File: src/rtl/eqn_cmp_pkg.sv
// eqn_cmp_pkg: shared state encoding and sizing helper for the eqn_cmp_seq block.
package eqn_cmp_pkg;

    typedef enum logic [1:0] {
        IDLE = 2'd0,
        RUN  = 2'd1,
        DONE = 2'd2
    } state_t;

    function automatic int clog2(input int n);
        int r;
        r = 0;
        while ((1 << r) < n) r++;
        return r;
    endfunction

endpackage

File: src/rtl/eqn_cmp_core.sv
// eqn_cmp_core: combinational W-bit magnitude comparator.
// Define EQN_CMP_SIGNED_EN to make gt/lt treat operands as two's-complement.
module eqn_cmp_core #(
    parameter int W = 2
) (
    input  logic [W-1:0] a,
    input  logic [W-1:0] b,
    output logic         eq,
    output logic         gt,
    output logic         lt
);

`ifdef EQN_CMP_SIGNED_EN
    assign gt = $signed(a) > $signed(b);
`else
    assign gt = a > b;
`endif
    assign eq = a == b;
    assign lt = !eq && !gt;

endmodule

File: src/rtl/eqn_cmp_seq.sv
// eqn_cmp_seq: block-wise streaming comparator with per-sample flags and per-block mismatch statistics.
// Define EQN_CMP_SIGNED_EN for signed gt/lt ordering.
module eqn_cmp_seq
    import eqn_cmp_pkg::*;
#(
    parameter  int W   = 2,
    parameter  int LEN = 8,
    parameter  int CW  = 8,
    localparam int IW  = clog2(LEN)
) (
    input  logic          clk,
    input  logic          reset_n,
    input  logic          start,
    input  logic [W-1:0]  a,
    input  logic [W-1:0]  b,
    input  logic          in_valid,
    output logic          in_ready,
    output logic          out_valid,
    output logic          aeqb,
    output logic          agtb,
    output logic          altb,
    output logic [CW-1:0] mism_cnt,
    output logic          any_mism,
    output logic [IW-1:0] first_idx,
    output logic          busy,
    output logic          done
);

    state_t        state, state_nx;
    logic [IW-1:0] idx;
    logic          eq, gt, lt, acc, last;

    eqn_cmp_core #(.W(W)) u_core (.a(a), .b(b), .eq(eq), .gt(gt), .lt(lt));

    assign in_ready = state == RUN;
    assign busy     = state != IDLE;
    assign done     = state == DONE;
    assign acc      = in_valid && in_ready;
    assign last     = idx == IW'(LEN - 1);

    always_ff @(posedge clk or negedge reset_n)
        if (!reset_n) state <= IDLE;
        else          state <= state_nx;

    always_comb begin
        state_nx = (state == IDLE) ? (start ? RUN : IDLE) :
                   (state == RUN)  ? ((acc && last) ? DONE : RUN) : IDLE;
    end

    always_ff @(posedge clk or negedge reset_n) begin
        if (!reset_n) begin
            idx       <= '0;
            out_valid <= 1'b0;
            aeqb      <= 1'b0;
            agtb      <= 1'b0;
            altb      <= 1'b0;
            mism_cnt  <= '0;
            any_mism  <= 1'b0;
            first_idx <= '0;
        end else begin
            out_valid <= acc;
            if (state == IDLE && start) begin
                idx       <= '0;
                mism_cnt  <= '0;
                any_mism  <= 1'b0;
                first_idx <= '0;
            end
            if (acc) begin
                {aeqb, agtb, altb} <= {eq, gt, lt};
                idx <= last ? '0 : idx + IW'(1);
                if (!eq) begin
                    // saturate rather than wrap so a long mismatch run never reads as clean
                    mism_cnt <= mism_cnt + CW'(mism_cnt != '1);
                    if (!any_mism) begin
                        any_mism  <= 1'b1;
                        first_idx <= idx;
                    end
                end
            end
        end
    end

endmodule
File: config.mk
export PLATFORM = sky130hd
export DESIGN_NAME = eqn_cmp_seq
export DESIGN_NICKNAME = d
export VERILOG_FILES = /design/src/rtl/eqn_cmp_pkg.sv /design/src/rtl/eqn_cmp_core.sv /design/src/rtl/eqn_cmp_seq.sv
export SDC_FILE = /design/constraint.sdc
export NUM_CORES = 1
export LEC_CHECK = 0
export CORE_AREA = 4 4 54 56
export CTS_CLUSTER_DIAMETER = 40
export CTS_CLUSTER_SIZE = 16
export DETAILED_ROUTE_END_ITERATION = 16
export DIE_AREA = 0 0 58 60
export PLACE_DENSITY = 0.72
export SLEW_MARGIN = 20
export SYNTH_ARGS = -nofsm -noshare
export SYNTH_HDL_FRONTEND = slang
export SYNTH_SLANG_ARGS = --single-unit
File: constraint.sdc
create_clock -name clk -period 4.1 [get_ports clk]
set_input_delay 0.41 -clock clk [delete_from_list [all_inputs] [get_ports clk]]
set_output_delay 0.41 -clock clk [all_outputs]
set_load 0.01 [all_outputs]
### Yosys cells after proc, flatten, opt, wreduce, memory -nomap -nowiden

Index checks and enable logic that the tools add are counted.

| storage, ports and cells | value |
|---|---|
| memories kept | 0 |
| bits in latches | 0 |
| memory bits (writable) | 0 |
| bits in read-only memories | 0 |
| register bits | 21 |

| cells by class | value |
|---|---|
| $lt $le $gt $ge | 1 |
| shift operators | 0 |
| mux-type cells | 18 |
| bitwise logic cells | 0 |
| add/subtract/negate cells | 2 |
| divide/modulo/power cells | 0 |
| multipliers | 0 |
| reductions and logical operators | 9 |
| eq/ne operators | 5 |

Operators by type and width:

| operator | number |
|---|---|
| 8-bit two-way mux | 3 |
| 3-bit two-way mux | 7 |
| 8-bit by 1-bit adder with 8-bit output | 1 |
| 8-bit inequality test (second input constant) | 1 |
| 2-bit two-way mux | 3 |
| 1-bit two-way mux | 5 |
| 1-bit logical AND | 4 |
| 2-bit nonzero test | 2 |
| 3-bit by 1-bit adder with 3-bit output (second input constant) | 1 |
| 3-bit equality test (second input constant) | 1 |
| 2-bit by 1-bit equality test with 1-bit output (second input constant) | 1 |
| 2-bit equality test | 1 |
| 2-bit equality test (second input constant) | 1 |
| 2-bit > comparator | 1 |
| 1-bit zero test | 2 |
| 2-bit zero test | 1 |

### Depth between registers and ports, before layout

| depth | value |
|---|---|
| depth in word-level cells | 6 |
| depth in mapped cells | 7 |
| gate-level depth less buffers | 7 |

### Cells and area by module

A second synthesis with hierarchy kept.

| second synthesis, totals | value |
|---|---|
| cells, all modules | 96 |
| area, all modules | 1078.5 µm² |

Modules (own cells, without submodules):

| module | instances | seq. area each (µm²) | cells each | area an instance (µm²) |
|---|---|---|---|---|
| eqn_cmp_seq | 1 | 525.5 | 86 | 1003.5 |
| eqn_cmp_core | 1 | 0.0 | 10 | 75.1 |

### Worst setup path before layout

No wires, ideal clock.

| timing | value |
|---|---|
| path type | flip-flop to flip-flop |
| start | register mism_cnt[3] |
| end | register mism_cnt[4] |
| required time | 4.023 ns |
| arrival | 1.759 ns |
| slack | 2.264 ns |
| library setup time | 0.077 ns |
| cell stages (with the launch flop) | 8 |
| cells stage by stage | dfrtp_1 > nand4_1 > or2_2 > ha_1 > ha_1 > a21bo_2 > or4_1 > a21oi_1 |

| between the ends | value |
|---|---|
| cells in the longest elaborated chain, start to end | 4 |

RTL lines:

| element | line | source |
|---|---|---|
| start: declaration | eqn_cmp_seq.sv:22 | `output logic [CW-1:0] mism_cnt,` |
| start signal: assignment | eqn_cmp_seq.sv:73 | `mism_cnt <= mism_cnt + CW'(mism_cnt != '1);` |
| 8-bit inequality test | eqn_cmp_seq.sv:73 |  |
| 8-bit by 1-bit adder with 8-bit output * | eqn_cmp_seq.sv:73 |  |
| 8-bit two-way mux * | eqn_cmp_seq.sv:71 | `if (!eq) begin` |
| 8-bit two-way mux * | eqn_cmp_seq.sv:68 | `if (acc) begin` |

Mark *: on every way between the ends. The rest lies on a longest branch, timed or not.
A chain may end at the register's enable or synchronous reset.

### Worst setup path in the final report

| timing | value |
|---|---|
| start | register mism_cnt[3] |
| end | register mism_cnt[6] |

The elaborated chain is that of the path after synthesis.

==> summary.md <==
| Metric | Value |
|---|---|
| Crit path max fanout | `7` |
| DRT iter0 DRCs | `16` |
| FF-to-FF path depth | `7` |
| Crit path DAT | `2210 ps` |
| CTS tree | `yes` |
| Vias per cell | `5.34` |
| Dominant cells by area after synthesis | `dfrtp_1 (50%), ha_1 (7.1%), nand2_1 (5.0%)` |
| Die Y | `60 um` |
| Endpoints failing setup | `0` |
| Cts bufs inserted | `3` |
| Netlist cell types | `29` |
| Critical Path End Type | `register` |
| Largest net degree at the start of global routing | `22` |
| Starting Density | `43.2%` |
| Synth-to-Final Area Change | `29.8%` |
| Top cell type by total area after synthesis | `dfrtp_1` |
| Non-Filler Instances | `160` |
| FF-to-FF setup slack | `2120 ps` |
| Place WS | `1920 ps` |
| Post-Syn Nets | `117` |
| Achievable frequency | `506 MHz` |
| Hold path depth | `2` |
| Worst R2R End | `mism_cnt[6]` |
| Final worst slack | `2120 ps` |
| Slew of the pin with the lowest slew margin | `912 ps` |
| Worst EP required | `4340 ps` |
| Post-CTS setup buffers | `0` |
| DIE AREA | `0.00348 mm^2` |
| Leakage | `0.593 nW` |
| Hold buffer count at cts | `0` |
| Clock transition at path regs | `120 ps` |
| Wl on met1 | `1030 um` |
| Total grt overflow | `0` |
| Critical Setup Path Class | `reg2reg` |
| Design area | `0.00136 mm^2` |
| #FFs+latches synth | `21` |
| Drt pass-1 iters | `4` |
| CORE AREA | `0.00243 mm^2` |
| Power Density | `548 mW/mm^2` |
| Placer Congestion | `0.756` |
| Synth Instances | `103` |
| Residual DRC | `0` |
| DP Area | `0.00134 mm^2` |
| Register area share after synthesis | `50.0%` |
| PostCTS Resize Cnt | `0` |
| Placed cell count | `156` |
| Antenna-violating nets left | `0` |
| Clock buffer depth | `2` |
| Yosys warns | `0` |
| Status | `complete, no violations` |
| Initial antenna violation count | `0` |
| Syn Std Cell Area | `0.00105 mm^2` |
| Final Slew Violations | `0` |
| Placed wire-length estimate | `1650 um` |
| Highest routed layer | `met4` |
| Synth async-reset ratio | `100%` |
| Hold Violations, Final | `0` |
| Post-route setup TNS | `0 ps` |
| Synth top area share | `50.0%` |
| # port buffers | `26` |
| DR WL/cell | `13.7 um` |
| RR Startpoint | `mism_cnt[3]` |
| First-pass GRT wire length | `3620 um` |
| Vias in the first global route | `815` |
| Crit path time final | `1980 ps` |
| Hold EP | `agtb` |
| H-tree level count | `1` |
| Clk_lat worst skew | `310 ps` |
| Met2 wire length | `989 um` |
| Number of flops mapped to enable cells by yosys | `0` |
| Vias | `855` |
| Layout cells sized above 1 | `7.69%` |
| TritonCTS Sinks | `21` |
| Post-layout nets | `145` |
| Ys flop type | `dfrtp_1` |
| Die Width | `58 um` |
| GRT Total Usage | `14.0%` |
| Max_cap viols | `0` |
| Hold Crit Class | `reg2reg` |
| I/O pin total | `27` |
| Period utilization | `48.2%` |
| Hold path start | `agtb` |
| Clock skew | `4.07 ps` |
| VDD IR max | `0.404 mV` |
| Total wire length | `2190 um` |
| Worst slew margin | `39.0%` |
| Critical path launch point type | `register` |
| Antenna cell count | `0` |
| Syn Area/Cell | `10.2 um^2` |
| Met3 routed WL | `91 um` |
| Clk root buf | `clkbuf_4` |
| Site row count | `18` |
| Unrepaired setup endpoints after global routing | `no` |
==> worst max-delay path, stage by stage (launching register included) <==
cell,delay (ps)
dfrtp_1,470
nand4_1,150
or2_2,120
ha_1,150
ha_1,140
a21bo_2,250
or4_1,480
a21oi_1,160
==> cells by family after synthesis <==
group	synth area share, %
buf+inv	4.05
fa+ha+maj	7.14
compound gates	11.7
simple gates	22.4
mux	4.76
flops	50.0
==> flip-flops by register name (all words and copies together) (netlist names) <==
signal,cells
aeqb,1
agtb,1
out_valid,1
state,2
any_mism,1
altb,1
first_idx,3
idx,3
mism_cnt,8
==> metrics by stage <==
stage | power, mW | hold WS (ps) | util, %
after floorplan | 0.495 | 114 | -
after global placement | 0.647 | 479 | 54.9
after detailed placement | 0.656 | 486 | 54.9
after CTS | 0.756 | 513 | 56.1
after global routing | 0.802 | 528 | 56.1
final | 0.747 | 519 | 56.1
==> worst max-delay path by stage <==
stage,startpoint,endpoint,slack (ps)
floorplan,mism_cnt[3],mism_cnt[4],2260
global placement,a[0],mism_cnt[6],1960
detailed placement,a[0],mism_cnt[6],1920
CTS,mism_cnt[3],mism_cnt[6],2120
global route,mism_cnt[3],mism_cnt[6],1950
finish,mism_cnt[3],mism_cnt[6],2120
==> routing by layer <==
layer	track usage (%)	vias to the layer above
met5	0	-
met4	10.9	0
met3	1.73	6
met2	22.4	26
met1	17.1	403
li1	-	420
==> cells in the mapped netlist, types with 2 or more instances <==
cell / count
nand2_1: 14
nor2_1: 5
nor2b_1: 2
dfrtp_1: 21
clkbuf_1: 2
a22o_1: 2
nor4_1: 2
or4_1: 3
o21ai_0: 3
nand3_1: 3
a21o_1: 2
or2_2: 2
inv_1: 8
nand4_1: 3
o31ai_1: 4
a21oi_1: 5
ha_1: 6
mux2i_1: 5
==> final cells by class <==
cell class | instances | area, um^2
multi-input cells | 71 | 483
well taps | 30 | 37.5
clock buffers | 3 | 22.5
inverters | 8 | 30.0
fillers | 218 | 1070
repair buffers | 26 | 260
flip-flops and latches | 21 | 526
clock inverters | 1 | 5.00
==> where the power goes <==
part,switching [mW],total (mW),internal (mW)
clock,0.0639,0.100,0.0364
sequential,0.0605,0.332,0.272
combinational,0.141,0.314,0.173
total,0.266,0.747,0.481
==> layout by cell type, fill, tap and decap left out, types with 2 or more instances in the layout <==
cell type,instances
clkdlybuf4s50_1,26
dfrtp_1,21
nand2_1,14
inv_1,8
ha_1,6
a21oi_1,5
mux2i_1,5
nor2_1,5
o31ai_1,4
nand4_1,3
or4_1,3
nand3_1,3
o21ai_0,3
clkbuf_4,3
or2_2,2
nor4_1,2
nor2b_1,2
a21o_1,2
a22o_1,2
Power figures use the tool's default switching activity.
